[src/rtl/weight_buffer_read_control.sv]
// Read-side sequencer for the weight line buffers.
// Streams base..base+count-1 (mod depth) from one line buffer, repeated
// (repeat+1) times, through a small first-word-fall-through FIFO that
// absorbs the RAM read latency while the PE array applies backpressure.
//
// state | meaning
// ------+-------------------------------------------------------------
// IDLE  | waiting for i_start; command inputs latched on acceptance
// READ  | issuing RAM reads while the FIFO has room for every word in flight
// DRAIN | all reads issued; waiting for the last word to be accepted
// DONE  | one-cycle completion pulse, then back to IDLE
module weight_buffer_read_control #(
    parameter int WEIGHT_BANK_BIT_WIDTH         = 64,
    parameter int WEIGHT_BUFFER_BANK_COUNT      = 4,
    parameter int WEIGHT_LINE_BUFFER_DEPTH      = 512,
    parameter int NUMBER_OF_WEIGHT_LINE_BUFFERS = 2,
    parameter int RAM_OUTPUT_PIPES              = 1,
    localparam int ADDR_W = $clog2(WEIGHT_LINE_BUFFER_DEPTH),
    localparam int SEL_W  = (NUMBER_OF_WEIGHT_LINE_BUFFERS > 1) ? $clog2(NUMBER_OF_WEIGHT_LINE_BUFFERS) : 1,
    localparam int LINE_W = WEIGHT_BUFFER_BANK_COUNT * WEIGHT_BANK_BIT_WIDTH
) (
    input  logic                                            clk,
    input  logic                                            reset,
    input  logic                                            i_start,
    input  logic [ADDR_W-1:0]                               i_base_addr,
    input  logic [ADDR_W:0]                                 i_word_count,
    input  logic [15:0]                                     i_repeat_count,
    input  logic [SEL_W-1:0]                                i_line_buffer_sel,
    output logic [NUMBER_OF_WEIGHT_LINE_BUFFERS-1:0]        o_read_enable,
    output logic [ADDR_W-1:0]                               o_read_addr,
    input  logic [NUMBER_OF_WEIGHT_LINE_BUFFERS*LINE_W-1:0] i_read_data,
    output logic [LINE_W-1:0]                               o_weight_data,
    output logic                                            o_weight_valid,
    input  logic                                            i_weight_ready,
    output logic                                            o_weight_last,
    output logic                                            o_busy,
    output logic                                            o_done
);

    localparam int P          = RAM_OUTPUT_PIPES;
    localparam int FIFO_DEPTH = RAM_OUTPUT_PIPES + 2;
    localparam int PTR_W      = $clog2(FIFO_DEPTH);
    localparam int CNT_W      = $clog2(FIFO_DEPTH + 1);

    typedef enum logic [1:0] {IDLE, READ, DRAIN, DONE} state_t;

    state_t              state, state_next;
    logic [ADDR_W-1:0]   base_q, addr_q, addr_inc;
    logic [ADDR_W:0]     count_q, word_q, word_next;
    logic [15:0]         repeat_q;
    logic [SEL_W-1:0]    sel_q;
    logic [P-1:0]        pipe_v, pipe_last;
    logic [CNT_W-1:0]    in_flight, fifo_count;
    logic [CNT_W:0]      occupancy;
    logic [PTR_W-1:0]    wr_ptr, rd_ptr;
    logic [LINE_W:0]     fifo_mem [FIFO_DEPTH];
    logic [LINE_W:0]     fifo_head;
    logic                issue, pass_end, final_issue, push, pop;

    // Words still travelling through the RAM read pipeline.
    always_comb begin
        in_flight = '0;
        for (int i = 0; i < P; i++) begin
            in_flight = in_flight + CNT_W'(pipe_v[i]);
        end
    end

    // A read is only issued when the FIFO can hold it plus everything in flight,
    // so a stalled consumer can never overflow the FIFO. A same-cycle pop is not credited.
    assign occupancy   = {1'b0, fifo_count} + {1'b0, in_flight};
    assign issue       = (state == READ) && (occupancy < (CNT_W + 1)'(FIFO_DEPTH));
    assign word_next   = word_q + (ADDR_W + 1)'(1);
    assign pass_end    = (word_next == count_q);
    assign final_issue = issue && pass_end && (repeat_q == 16'd0);
    assign addr_inc    = (addr_q == ADDR_W'(WEIGHT_LINE_BUFFER_DEPTH - 1)) ? '0 : addr_q + ADDR_W'(1);

    assign push = pipe_v[P-1];
    assign pop  = (fifo_count != '0) && i_weight_ready;

    // Next-state and command outputs.
    always_comb begin
        state_next    = state;
        o_busy        = 1'b0;
        o_done        = 1'b0;
        o_read_enable = '0;
        o_read_addr   = '0;
        if (issue) begin
            o_read_enable[sel_q] = 1'b1;
            o_read_addr          = addr_q;
        end
        case (state)
            IDLE: begin
                // A zero-length command passes through DRAIN so it still shows one busy cycle.
                if (i_start) state_next = (i_word_count == '0) ? DRAIN : READ;
            end
            READ: begin
                o_busy = 1'b1;
                if (final_issue) state_next = DRAIN;
            end
            DRAIN: begin
                o_busy = 1'b1;
                if ((in_flight == '0) && ((fifo_count == '0) || ((fifo_count == CNT_W'(1)) && pop)))
                    state_next = DONE;
            end
            DONE: begin
                o_done     = 1'b1;
                state_next = IDLE;
            end
            default: state_next = IDLE;
        endcase
    end

    // State register.
    always_ff @(posedge clk or posedge reset) begin
        if (reset) state <= IDLE;
        else       state <= state_next;
    end

    // Command latch plus address / pass / repeat bookkeeping.
    always_ff @(posedge clk or posedge reset) begin
        if (reset) begin
            base_q   <= '0;
            count_q  <= '0;
            repeat_q <= '0;
            sel_q    <= '0;
            addr_q   <= '0;
            word_q   <= '0;
        end else if ((state == IDLE) && i_start) begin
            base_q   <= i_base_addr;
            count_q  <= i_word_count;
            repeat_q <= i_repeat_count;
            sel_q    <= i_line_buffer_sel;
            addr_q   <= i_base_addr;
            word_q   <= '0;
        end else if (issue) begin
            if (pass_end) begin
                word_q <= '0;
                if (repeat_q != 16'd0) begin
                    addr_q   <= base_q;
                    repeat_q <= repeat_q - 16'd1;
                end
            end else begin
                word_q <= word_next;
                addr_q <= addr_inc;
            end
        end
    end

    // Read-latency pipe and FIFO pointers; reset discards anything still returning.
    always_ff @(posedge clk or posedge reset) begin
        if (reset) begin
            pipe_v     <= '0;
            pipe_last  <= '0;
            wr_ptr     <= '0;
            rd_ptr     <= '0;
            fifo_count <= '0;
        end else begin
            pipe_v[0]    <= issue;
            pipe_last[0] <= final_issue;
            for (int i = 1; i < P; i++) begin
                pipe_v[i]    <= pipe_v[i-1];
                pipe_last[i] <= pipe_last[i-1];
            end
            if (push) wr_ptr <= (wr_ptr == PTR_W'(FIFO_DEPTH - 1)) ? '0 : wr_ptr + PTR_W'(1);
            if (pop)  rd_ptr <= (rd_ptr == PTR_W'(FIFO_DEPTH - 1)) ? '0 : rd_ptr + PTR_W'(1);
            case ({push, pop})
                2'b10:   fifo_count <= fifo_count + CNT_W'(1);
                2'b01:   fifo_count <= fifo_count - CNT_W'(1);
                default: fifo_count <= fifo_count;
            endcase
        end
    end

    // FIFO storage: the selected buffer's slice plus its last tag.
    always_ff @(posedge clk) begin
        if (push) fifo_mem[wr_ptr] <= {pipe_last[P-1], i_read_data[int'(sel_q)*LINE_W +: LINE_W]};
    end

    assign fifo_head      = fifo_mem[rd_ptr];
    assign o_weight_valid = (fifo_count != '0);
    assign o_weight_data  = o_weight_valid ? fifo_head[LINE_W-1:0] : '0;
    assign o_weight_last  = o_weight_valid & fifo_head[LINE_W];

endmodule

[config.mk]
export PLATFORM = sky130hd
export DESIGN_NAME = weight_buffer_read_control
export DESIGN_NICKNAME = d
export VERILOG_FILES = /design/src/rtl/weight_buffer_read_control.sv
export SDC_FILE = /design/constraint.sdc
export NUM_CORES = 1
export LEC_CHECK = 0
export ABC_AREA = 1
export BUFFER_PORTS_ARGS = -buffer_cell sky130_fd_sc_hd__buf_2
export CAP_MARGIN = 30
export CORE_AREA = 2 2 323 325
export CTS_CLUSTER_DIAMETER = 40
export DETAILED_ROUTE_END_ITERATION = 10
export DIE_AREA = 0 0 325 327
export PLACE_DENSITY = 0.69
export RECOVER_POWER = 100
export SLEW_MARGIN = 20
export SYNTH_ARGS = -nofsm -noshare
export SYNTH_HDL_FRONTEND = slang
export SYNTH_SLANG_ARGS = --single-unit
[constraint.sdc]
create_clock -name clk -period 44.1 [get_ports clk]
set_input_delay 8.82 -clock clk [delete_from_list [all_inputs] [get_ports clk]]
set_output_delay 8.82 -clock clk [all_outputs]
set_load 0.005 [all_outputs]
==> results.sh, run 1 <==
export IMPL_outcome="finished, violations left"
export IMPL_failed_checks="max-capacitance violations, max-slew violations"
export IMPL_startpoint_type="flip-flop"
export IMPL_cts_sinks=836
export IMPL_area_growth_pct=23.1
export IMPL_path_clk_slew_ns=0.06
export IMPL_detail_route_wirelength_um=101000
export IMPL_reg2reg_depth=5
export IMPL_htreeDepth=3
export IMPL_yosys_top_cells_count="nand2_1 (1962), edfxtp_1 (771), inv_1 (338), nand3_1 (338), clkbuf_1 (175)"
export IMPL_rsz0062_at_grt="no"
export IMPL_setup_viol=0
export IMPL_hp_start="pipe_last$_DFF_PP0_"
export IMPL_slew_headroom=-2.18
export IMPL_worstReg2RegEnd="fifo_mem[1][105]$_DFFE_PP_"
export IMPL_tns_ns=0
export IMPL_start_util=0.359
export IMPL_num_rows=118
export IMPL_p_leak_nw=20.7
export IMPL_vias_per_cell=4.72
export IMPL_holdPathEnd="fifo_mem[0][256]$_DFFE_PP_"
export IMPL_max_clock_freq_ghz=0.0587
export IMPL_yosysWarnings=0
export IMPL_core_area_um2=103000
export IMPL_grtUsageTotal=0.184
export IMPL_hold_path_class="flip-flop to flip-flop"
export IMPL_drive_gt1_frac=0.172
export IMPL_cts_root_buf="clkbuf_16"
export IMPL_maxCapViolCount=22
export IMPL_synth_area_um2=36900
export IMPL_io_buffers=822
export IMPL_criticalPathCategory="flip-flop to output pin"
export IMPL_dp_hpwl_um=68000
export IMPL_seq_area_um2=24800
export IMPL_stdcell_count=6104
export IMPL_dp_cells=5904
export IMPL_cp_end_kind="output pin"
export IMPL_cts_tree="yes"
export IMPL_fin_worst_skew_ns=0.0264
export IMPL_ir_worst_vdd_mv=0.0618
export IMPL_synth_nets=4421
export IMPL_drtIter0Drc=2135
export IMPL_io_pins=823
export IMPL_synthDistinctLibCells=34
export IMPL_dr_pass1_iters=7
export IMPL_synthFlopType="edfxtp_1"
export IMPL_drv_slew=1205
export IMPL_cts_buffers=104
export IMPL_timing_rr_start="pipe_v$_DFF_PP0_"
export IMPL_postCtsSetupBuffers=0
export IMPL_dieArea_um2=106000
export IMPL_grt_pass1_wl_um=153000
export IMPL_detail_route_antenna_nets=0
export IMPL_grt_pass1_vias=27300
export IMPL_rrSetupSlack_ns=35.09
export IMPL_synth_edff_count=771
export IMPL_arrival_ns=8.20
export IMPL_synth_top_area_frac=0.627
export IMPL_grt_start_max_net_pins=174
export IMPL_hold_path_depth=0
export IMPL_total_power_mw=3.27
export IMPL_wl_per_cell_um=16.6
export IMPL_async_flop_share=0.0778
export IMPL_clock_path_buffers=3
export IMPL_n_fill_cell=9694
export IMPL_cts_resized=0
export IMPL_synth_area_leaders="edfxtp_1 (63%), nand2_1 (20%), nand3_1 (4.6%)"
export IMPL_yosys_area_top_type="edfxtp_1"
export IMPL_gp_congestion=0.907
export IMPL_synth_most_common_cell="nand2_1"
export IMPL_cts_hold_buf=0
export IMPL_cp_required_ns=35.28
export IMPL_grt_remaining_overflow=0
export IMPL_fp_dieH_um=327
export IMPL_hold_viol_final=0
export IMPL_period_share=0.386
export IMPL_syn_instance_count=3856
export IMPL_p_per_area_nw_per_um2=71.8
export IMPL_multi_input_area_um2=10200
export IMPL_yosysSeqAreaShare=0.671
export IMPL_dr_total_vias=28800
export IMPL_synth_seq_cells=836
export IMPL_fin_crit_ns=17.02
export IMPL_die_w_um=325
export IMPL_drc=0
export IMPL_worstMarginPinSlew_ns=4.74
export IMPL_clk_latency_ns=0.68
export IMPL_grt_antenna_before_repair=3
export IMPL_syn_area_per_cell_um2=9.58
export IMPL_critPathMaxFanout=110
export IMPL_finalNetCount=5199
per-stage QoR:
| stage | setup WS [ns] | cell area (um2) | util | hold WS [ns] |
|---|---|---|---|---|
| after floorplan | 24.85 | 36900 | - | 0.438 |
| after global placement | 32.35 | 42400 | 0.412 | 0.447 |
| after detailed placement | 32.33 | 42400 | 0.412 | 0.471 |
| after CTS | 31.53 | 45800 | 0.445 | 0.485 |
| after global routing | 26.35 | 45500 | 0.442 | 0.507 |
| final | 27.08 | 45500 | 0.442 | 0.483 |
power by group:
group | leakage, nW | internal (mW) | total (mW) | switching (mW)
Sequential | 7.87 | 1.15 | 1.20 | 0.0560
Combinational | 11.2 | 0.355 | 1.24 | 0.884
Clock | 1.64 | 0.489 | 0.826 | 0.337
Total | 20.7 | 1.99 | 3.27 | 1.28
area by class of cell:
type / count / share of cell area
Sequential cell: 836 / 0.545
Clock inverter: 75 / 0.0166
Inverter: 341 / 0.0283
Multi-Input combinational cell: 2490 / 0.223
Tap cell: 1380 / 0.0380
Clock buffer: 118 / 0.0586
Antenna cell: 3 / 0.000165
Timing Repair Buffer: 861 / 0.0900
cells by family after synthesis:
kind of cell / Yosys count / share of synthesized area
flip-flops: 836 / 0.671
AND/OR/NAND/NOR: 2389 / 0.257
adder cells (fa/ha/maj): 13 / 0.00440
multiplexers: 1 / 0.000305
AO/OA/AOI/OAI: 80 / 0.0115
buffers and inverters: 530 / 0.0542
XOR/XNOR: 7 / 0.00166
flip-flops by register name, summed over array words and instances (netlist names):
signal,cells
wr_ptr,2
fifo_mem,771
count_q,10
base_q,9
pipe_v,1
rd_ptr,2
pipe_last,1
state,2
repeat_q,16
sel_q,1
fifo_count,2
word_q,10
addr_q,9
worst max path at each step:
stage                       endpoint  cells after the start  slack [ns]                      start
6_report          o_weight_data[151]                      8       27.08  fifo_count[0]$_DFFE_PP0P_
5_1_grt           o_weight_data[151]                      8       26.35  fifo_count[0]$_DFFE_PP0P_
4_1_cts           o_weight_data[114]                      8       31.53      rd_ptr[1]$_DFFE_PP0P_
3_5_place_dp      o_weight_data[150]                      8       32.33      rd_ptr[1]$_DFFE_PP0P_
3_3_place_gp      o_weight_data[117]                      8       32.35      rd_ptr[1]$_DFFE_PP0P_
2_1_floorplan  wr_ptr[0]$_DFFE_PP0P_                      3       24.85           pipe_v$_DFF_PP0_
routing by layer:
layer,track usage,vias up,part of all wire
li1,-,14000,-
met1,0.232,13600,0.42
met2,0.319,1079,0.49
met3,0.0299,159,0.061
met4,0.0677,0,0.030
met5,0,-,0
placed cells by master (no fill, tap or decap), types with 3 or more instances in the layout:
cell	count
clkbuf_16	104
inv_6	9
nand3b_1	3
edfxtp_1	771
clkbuf_2	4
nor2_2	5
xor2_1	4
clkinv_2	15
nand4_1	6
clkinv_4	10
o21ai_0	45
buf_4	14
inv_8	6
xnor2_1	3
bufinv_16	8
diode_2	3
nor3_1	9
clkbuf_1	254
clkinvlp_4	15
nand3_1	338
a21oi_1	27
nor4_1	3
nand2_1	1963
dfrtp_1	63
ha_1	13
buf_2	598
nor2_1	51
inv_1	338
clkinv_1	9
critical path, stage by stage, from the launching register on:
cell and delay, ns:
dfrtp_1 0.43, inv_1 0.08, ha_1 0.18, clkinvlp_2 3.49
clkbuf_1 1.23, clkbuf_1 1.34, nand2_1 0.44, inv_1 0.09
clkbuf_1 0.15
No activity file was read; power rests on OpenSTA's default activity.
==> inputs of run 2 (changes only) <==
--- a/config.mk
+++ b/config.mk
@@ -8,10 +8,10 @@
 export ABC_AREA = 1
 export BUFFER_PORTS_ARGS = -buffer_cell sky130_fd_sc_hd__buf_2
 export CAP_MARGIN = 30
-export CORE_AREA = 2 2 323 325
+export CORE_AREA = 2 2 322 324
 export CTS_CLUSTER_DIAMETER = 40
 export DETAILED_ROUTE_END_ITERATION = 10
-export DIE_AREA = 0 0 325 327
+export DIE_AREA = 0 0 324 326
 export PLACE_DENSITY = 0.69
 export RECOVER_POWER = 100
 export SLEW_MARGIN = 20
==> constraint.sdc (replaced) <==
create_clock -name clk -period 17.2 [get_ports clk]
set_input_delay 3.44 -clock clk [delete_from_list [all_inputs] [get_ports clk]]
set_output_delay 3.44 -clock clk [all_outputs]
set_load 0.005 [all_outputs]
==> run 2 against run 1 <==
- the flow still finishes with violations (max-capacitance violations, max-slew violations)
- sequential share of layout area hardly changed
- wire length hardly changed
- clock skew is 0.00084 ns lower
- first-iteration DRC count is 14% lower
- critical path depth is 1 higher
- worst setup slack worse by 21 ns
- combinational power grew to 2.6 times the previous value
- worst hold slack worse by 0.0051 ns
- final area hardly changed
- flip-flop and latch count stayed put
- total power grew to 2.6 times the previous value
- final cell count hardly changed
==> results.sh, run 2 (same netlist as run 1, synthesis figures left out) <==
export IMPL_rrSetupSlack_ns=6.42
export IMPL_p_leak_nw=20.8
export IMPL_postCtsSetupBuffers=0
export IMPL_grt_remaining_overflow=0
export IMPL_layout_setup_ws_ns=6.09
export IMPL_grt_antenna_before_repair=2
export IMPL_cpPeakStageDelay_ns=3.64
export IMPL_htreeDepth=3
export IMPL_drive_gt1_frac=0.178
export IMPL_io_buffers=822
export IMPL_dr_total_vias=28600
export IMPL_crit_path_frequent_cell="inv_1"
export IMPL_cp_required_ns=13.76
export IMPL_finalInstanceArea_um2=45400
export IMPL_regMostFlops="fifo_mem"
export IMPL_cts_tree="yes"
export IMPL_critical_path_top_delay_family="buffers and inverters"
export IMPL_worstMarginPinSlew_ns=8.82
export IMPL_power_share_switching=0.392
export IMPL_rsz0062_at_grt="no"
export IMPL_cp_cell_sequence="inv_1 -> ha_1 -> clkinvlp_2 -> clkbuf_1 -> buf_16 -> buf_4 -> nand2_1 -> inv_1 -> buf_2"
export IMPL_power_frac_seq=0.371
export IMPL_seq_area_um2=24800
export IMPL_outcome="finished, violations left"
export IMPL_critPathMaxFanout=121
export IMPL_gp_congestion=0.884
export IMPL_die_w_um=324
export IMPL_most_common_layout_cells="nand2_1 (1963), edfxtp_1 (771), buf_2 (632)"
export IMPL_reg2reg_depth=5
export IMPL_vias_per_cell=4.68
export IMPL_dp_worst_setup_slack_ns=10.53
export IMPL_fp_dieH_um=326
export IMPL_criticalPathCategory="flip-flop to output pin"
export IMPL_final_common_cell="nand2_1"
export IMPL_cts_root_buf="clkbuf_16"
export IMPL_dr_pass1_iters=7
export IMPL_hold_viol_final=0
export IMPL_largest_reg_flops=771
export IMPL_maxCapViolCount=18
export IMPL_n_fill_cell=9700
export IMPL_antenna_cells=0
export IMPL_start_util=0.360
export IMPL_grt_pass1_wl_um=148000
export IMPL_clk_latency_ns=0.66
export IMPL_startpoint_type="flip-flop"
export IMPL_grt_start_max_net_pins=135
export IMPL_cts_sinks=836
export IMPL_cts_buffers=103
export IMPL_io_pins=823
export IMPL_area_growth_pct=23.0
export IMPL_holdPathEnd="fifo_mem[0][256]$_DFFE_PP_"
export IMPL_setup_viol=0
export IMPL_cp_end_kind="output pin"
export IMPL_ir_worst_vdd_mv=0.133
export IMPL_num_rows=118
export IMPL_drv_slew=1061
export IMPL_grtUsageTotal=0.183
export IMPL_failed_checks="max-capacitance violations, max-slew violations"
export IMPL_core_area_um2=103000
export IMPL_p_comb_frac=0.380
export IMPL_cp_slowest_cell="clkinvlp_2"
export IMPL_drtIter0Drc=1834
export IMPL_timing_rr_start="pipe_v$_DFF_PP0_"
export IMPL_period_share=0.646
export IMPL_crit_buf_inv=7
export IMPL_drc=0
export IMPL_worstReg2RegEnd="fifo_mem[2][203]$_DFFE_PP_"
export IMPL_dp_hpwl_um=67300
export IMPL_fin_crit_ns=11.11
export IMPL_detail_route_antenna_nets=0
export IMPL_finalNetCount=5199
export IMPL_hold_path_depth=0
export IMPL_cts_hold_buf=0
export IMPL_grt_pass1_vias=26600
export IMPL_dieArea_um2=106000
export IMPL_fin_worst_skew_ns=0.0256
export IMPL_arrival_ns=7.67
export IMPL_largestRegisters="fifo_mem x771, repeat_q x16"
export IMPL_hold_path_class="flip-flop to flip-flop"
export IMPL_clock_power_share=0.248
export IMPL_hp_start="pipe_last$_DFF_PP0_"
export IMPL_max_clock_freq_ghz=0.0900
export IMPL_detail_route_wirelength_um=101000
export IMPL_multi_input_area_um2=10200
export IMPL_placed_cell_area_um2=42400
export IMPL_p_per_area_nw_per_um2=184
export IMPL_cts_resized=0
export IMPL_path_clk_slew_ns=0.06
export IMPL_slew_headroom=-4.88
export IMPL_clock_path_buffers=3
export IMPL_wl_per_cell_um=16.6
export IMPL_intPower_mw=5.08
export IMPL_p_sw_mw=3.27
-- run 2: cell count changes in the layout (fill, tap and decap cells not counted), sizes merged, moves of 3 or more --
cell      before  now
buf          616  654
clkbuf       363  326
inv          356  363
clkinvlp      16   11
bufinv         8    5
diode          3    0
-- run 2: metrics by stage --
step                cells  utilization   TNS, ns  hold WS [ns]  total power, mW
floorplan            3856            -  -1357.07         0.438             5.15
global placement     5904        0.413         0         0.474             6.28
detailed placement   5906        0.414         0         0.463             6.34
CTS                  6097        0.446         0         0.477             8.43
global route         6100        0.443         0         0.503             8.92
finish               6100        0.443         0         0.477             8.35
-- run 2: power by group through the flow --
stage               sequential, mW  clock [mW]  combinational, mW
floorplan                     3.25           0               1.90
global placement              3.09           0               3.19
detailed placement            3.10           0               3.24
CTS                           3.06        2.11               3.26
global route                  3.15        2.20               3.57
finish                        3.10        2.07               3.18
-- run 2: worst max path at each step --
| stage | start | end | slack (ns) | depth (start not counted) |
|---|---|---|---|---|
| 5_1_grt | fifo_count[0]$_DFFE_PP0P_ | o_weight_data[129] | 5.32 | 9 |
| 3_5_place_dp | rd_ptr[1]$_DFFE_PP0P_ | o_weight_data[96] | 10.53 | 8 |
| 3_3_place_gp | rd_ptr[1]$_DFFE_PP0P_ | o_weight_data[57] | 10.51 | 8 |
| 6_report | fifo_count[0]$_DFFE_PP0P_ | o_weight_data[93] | 6.09 | 9 |
| 2_1_floorplan | pipe_v$_DFF_PP0_ | wr_ptr[0]$_DFFE_PP0P_ | -2.05 | 3 |
| 4_1_cts | rd_ptr[1]$_DFFE_PP0P_ | o_weight_data[96] | 9.79 | 8 |
-- run 2: layout make-up --
cell class,count,area share
Tap cell,1380,0.0380
Multi-Input combinational cell,2490,0.224
Clock inverter,73,0.0142
Sequential cell,836,0.545
Inverter,341,0.0284
Clock buffer,118,0.0589
Timing Repair Buffer,862,0.0916
-- run 2: layer usage --
metal	routed length (um)	part of all wire	GRT usage	vias to the layer above
li1	-	-	-	14000
met1	41000	0.41	0.226	13500
met2	50500	0.50	0.319	970
met3	6780	0.067	0.0384	158
met4	2760	0.027	0.0593	0
met5	0	0	0	-
==> inputs of run 3 (changes only) <==
--- a/config.mk
+++ b/config.mk
@@ -5,14 +5,14 @@
 export SDC_FILE = /design/constraint.sdc
 export NUM_CORES = 1
 export LEC_CHECK = 0
-export ABC_AREA = 1
+export ABC_AREA = 0
 export BUFFER_PORTS_ARGS = -buffer_cell sky130_fd_sc_hd__buf_2
 export CAP_MARGIN = 30
-export CORE_AREA = 2 2 322 324
+export CORE_AREA = 2 2 319 321
 export CTS_CLUSTER_DIAMETER = 40
 export DETAILED_ROUTE_END_ITERATION = 10
-export DIE_AREA = 0 0 324 326
-export PLACE_DENSITY = 0.69
+export DIE_AREA = 0 0 321 323
+export PLACE_DENSITY = 0.71
 export RECOVER_POWER = 100
 export SLEW_MARGIN = 20
 export SYNTH_ARGS = -nofsm -noshare
==> constraint.sdc (replaced) <==
create_clock -name clk -period 9.65 [get_ports clk]
set_input_delay 1.93 -clock clk [delete_from_list [all_inputs] [get_ports clk]]
set_output_delay 1.93 -clock clk [all_outputs]
set_load 0.005 [all_outputs]
==> run 3 against run 2 <==
- the flow still finishes with violations (max-capacitance violations, max-slew violations)
- total power rose by 72%
- die area decreased by 1.8%
- clock power is 98% higher
- combinational power up 54%
- largest cell class unchanged
- highest routed layer is now met5
==> results.sh, run 3 <==
export IMPL_grt_pass1_vias=23100
export IMPL_yosysWarnings=0
export IMPL_grt_pass1_wl_um=136000
export IMPL_dr_pass1_iters=5
export IMPL_synth_seq_cells=836
export IMPL_num_rows=117
export IMPL_ir_worst_vdd_mv=0.205
export IMPL_cp_slowest_cell="ha_1"
export IMPL_max_clock_freq_ghz=0.139
export IMPL_criticalPathCategory="flip-flop to output pin"
export IMPL_cp_end_kind="output pin"
export IMPL_core_area_um2=101000
export IMPL_cts_tree="yes"
export IMPL_stdcell_count=4866
export IMPL_largestRegisters="fifo_mem x771, repeat_q x16"
export IMPL_p_leak_nw=17.2
export IMPL_cpPeakStageDelay_ns=1.91
export IMPL_critPathMaxFanout=77
export IMPL_die_w_um=321
export IMPL_yosysSeqAreaShare=0.683
export IMPL_cts_resized=0
export IMPL_htreeDepth=3
export IMPL_largest_reg_flops=771
export IMPL_synth_area_um2=36300
export IMPL_detail_route_wirelength_um=94000
export IMPL_period_share=0.743
export IMPL_path_clk_slew_ns=0.05
export IMPL_hold_viol_final=0
export IMPL_async_flop_share=0.0778
export IMPL_rsz0062_at_grt="no"
export IMPL_failed_checks="max-capacitance violations, max-slew violations"
export IMPL_slew_headroom=-4.25
export IMPL_gp_congestion=0.853
export IMPL_drtIter0Drc=1693
export IMPL_synth_area_leaders="edfxtp_1 (64%), mux2_2 (8.0%), mux2i_1 (7.4%)"
export IMPL_grt_antenna_before_repair=11
export IMPL_clock_path_buffers=3
export IMPL_syn_area_per_cell_um2=13.6
export IMPL_postCtsSetupBuffers=0
export IMPL_yosys_area_top_type="edfxtp_1"
export IMPL_syn_instance_count=2661
export IMPL_dp_cells=4646
export IMPL_clk_latency_ns=0.68
export IMPL_dp_hpwl_um=62100
export IMPL_drc=0
export IMPL_wl_per_cell_um=19.3
export IMPL_start_util=0.360
export IMPL_setup_viol=0
export IMPL_synth_most_common_cell="edfxtp_1"
export IMPL_grt_start_max_net_pins=185
export IMPL_fp_dieH_um=323
export IMPL_critical_path_top_delay_family="adder cells"
export IMPL_cts_buffers=112
export IMPL_fin_worst_skew_ns=0.0362
export IMPL_cts_hold_buf=0
export IMPL_hold_path_class="flip-flop to flip-flop"
export IMPL_detail_route_antenna_nets=0
export IMPL_final_util=0.449
export IMPL_yosys_top_cells_count="edfxtp_1 (771), nor2_1 (565), a21oi_1 (268), mux2i_1 (268), mux2_2 (257)"
export IMPL_tns_ns=0
export IMPL_synthFlopType="edfxtp_1"
export IMPL_n_fill_cell=9131
export IMPL_fin_crit_ns=7.17
export IMPL_worstMarginPinSlew_ns=7.88
export IMPL_startpoint_type="flip-flop"
export IMPL_cts_sinks=836
export IMPL_io_buffers=822
export IMPL_grtUsageTotal=0.172
export IMPL_maxCapViolCount=15
export IMPL_synthDistinctLibCells=55
export IMPL_arrival_ns=5.24
export IMPL_cp_required_ns=7.72
export IMPL_total_power_mw=14.3
export IMPL_drv_slew=903
export IMPL_grt_remaining_overflow=0
export IMPL_crit_buf_inv=3
export IMPL_most_common_layout_cells="edfxtp_1 (771), nor2_1 (564), buf_2 (549)"
export IMPL_final_common_cell="edfxtp_1"
export IMPL_vias_per_cell=4.97
export IMPL_dieArea_um2=104000
export IMPL_synth_nets=3226
export IMPL_area_growth_pct=24.5
export IMPL_cp_cell_sequence="inv_1 -> ha_1 -> clkbuf_2 -> nor2_1 -> clkbuf_1"
export IMPL_p_per_area_nw_per_um2=317
export IMPL_drive_gt1_frac=0.229
export IMPL_outcome="finished, violations left"
export IMPL_synth_top_area_frac=0.638
export IMPL_dr_total_vias=24200
export IMPL_finalNetCount=4021
export IMPL_regMostFlops="fifo_mem"
export IMPL_cts_root_buf="clkbuf_16"
export IMPL_synth_edff_count=771
export IMPL_io_pins=823
## run 3: metrics by stage
step,setup slack (ns),instance area (um2),hold WS (ns)
after floorplan,-1.40,36300,0.438
after global placement,5.11,41700,0.457
after detailed placement,5.11,41700,0.468
after CTS,4.34,45500,0.482
after global routing,2.09,45200,0.510
final,2.48,45200,0.480
## run 3: per-layer routing
metal / share of wire / GRT usage / vias to the layer above / wire (um)
met5: 0.00085 / 0 / - / 80
met4: 0.033 / 0.0620 / 12 / 3090
met3: 0.062 / 0.0371 / 180 / 5860
met2: 0.51 / 0.299 / 854 / 47800
met1: 0.40 / 0.210 / 11700 / 37100
li1: - / - / 11400 / -
## run 3: final cells by class
cell class,count,area [um2],area share
Inverter,23,86.3,0.00191
Antenna cell,3,7.51,0.000166
Sequential cell,836,24800,0.548
Tap cell,1309,1640,0.0362
Timing Repair Buffer,852,4110,0.0910
Multi-Input combinational cell,1631,10800,0.238
Clock inverter,81,876,0.0194
Clock buffer,131,2940,0.0650
## run 3: path summary, 6_finish.rpt
| check | start | end | slack, ns | cells past startpoint |
|---|---|---|---|---|
| worst max-delay path | fifo_count[0]$_DFFE_PP0P_ | o_weight_data[183] | 2.48 | 5 |
| worst min-delay path | base_q[8]$_DFFE_PP0P_ | base_q[8]$_DFFE_PP0P_ | 0.48 | 2 |
| worst max register to register | wr_ptr[0]$_DFFE_PP0P_ | fifo_mem[1][134]$_DFFE_PP_ | 2.51 | 3 |
| worst min register to register | base_q[8]$_DFFE_PP0P_ | base_q[8]$_DFFE_PP0P_ | 0.48 | 2 |
| max in group asynchronous | reset | rd_ptr[1]$_DFFE_PP0P_ | 4.33 | 4 |
| min in group asynchronous | reset | sel_q$_DFFE_PP0P_ | 1.52 | 3 |
## run 3: worst reg2reg max path: stages (launching register included)
cell and delay [ns]:
dfrtp_1 0.42, nand2_1 0.12, nor2_4 0.09, clkdlybuf4s25_1 5.30
## run 3: where the power goes
part / internal [mW] / switching, mW
sequential: 5.02 / 0.336
clock: 2.45 / 1.65
combinational: 1.77 / 3.12
total: 9.24 / 5.10
## run 3: cells by family (layout without fill, tap and decap cells)
kind of cell / Yosys count / count (layout) / synth area share
flops: 836 / 836 / 0.683
simple gates: 738 / 738 / 0.0831
mux: 525 / 525 / 0.154
compound gates: 336 / 336 / 0.0503
buf+inv: 194 / 1087 / 0.0214
xor+xnor: 19 / 19 / 0.00458
fa+ha+maj: 13 / 13 / 0.00448
other cells: 0 / 3 / 0
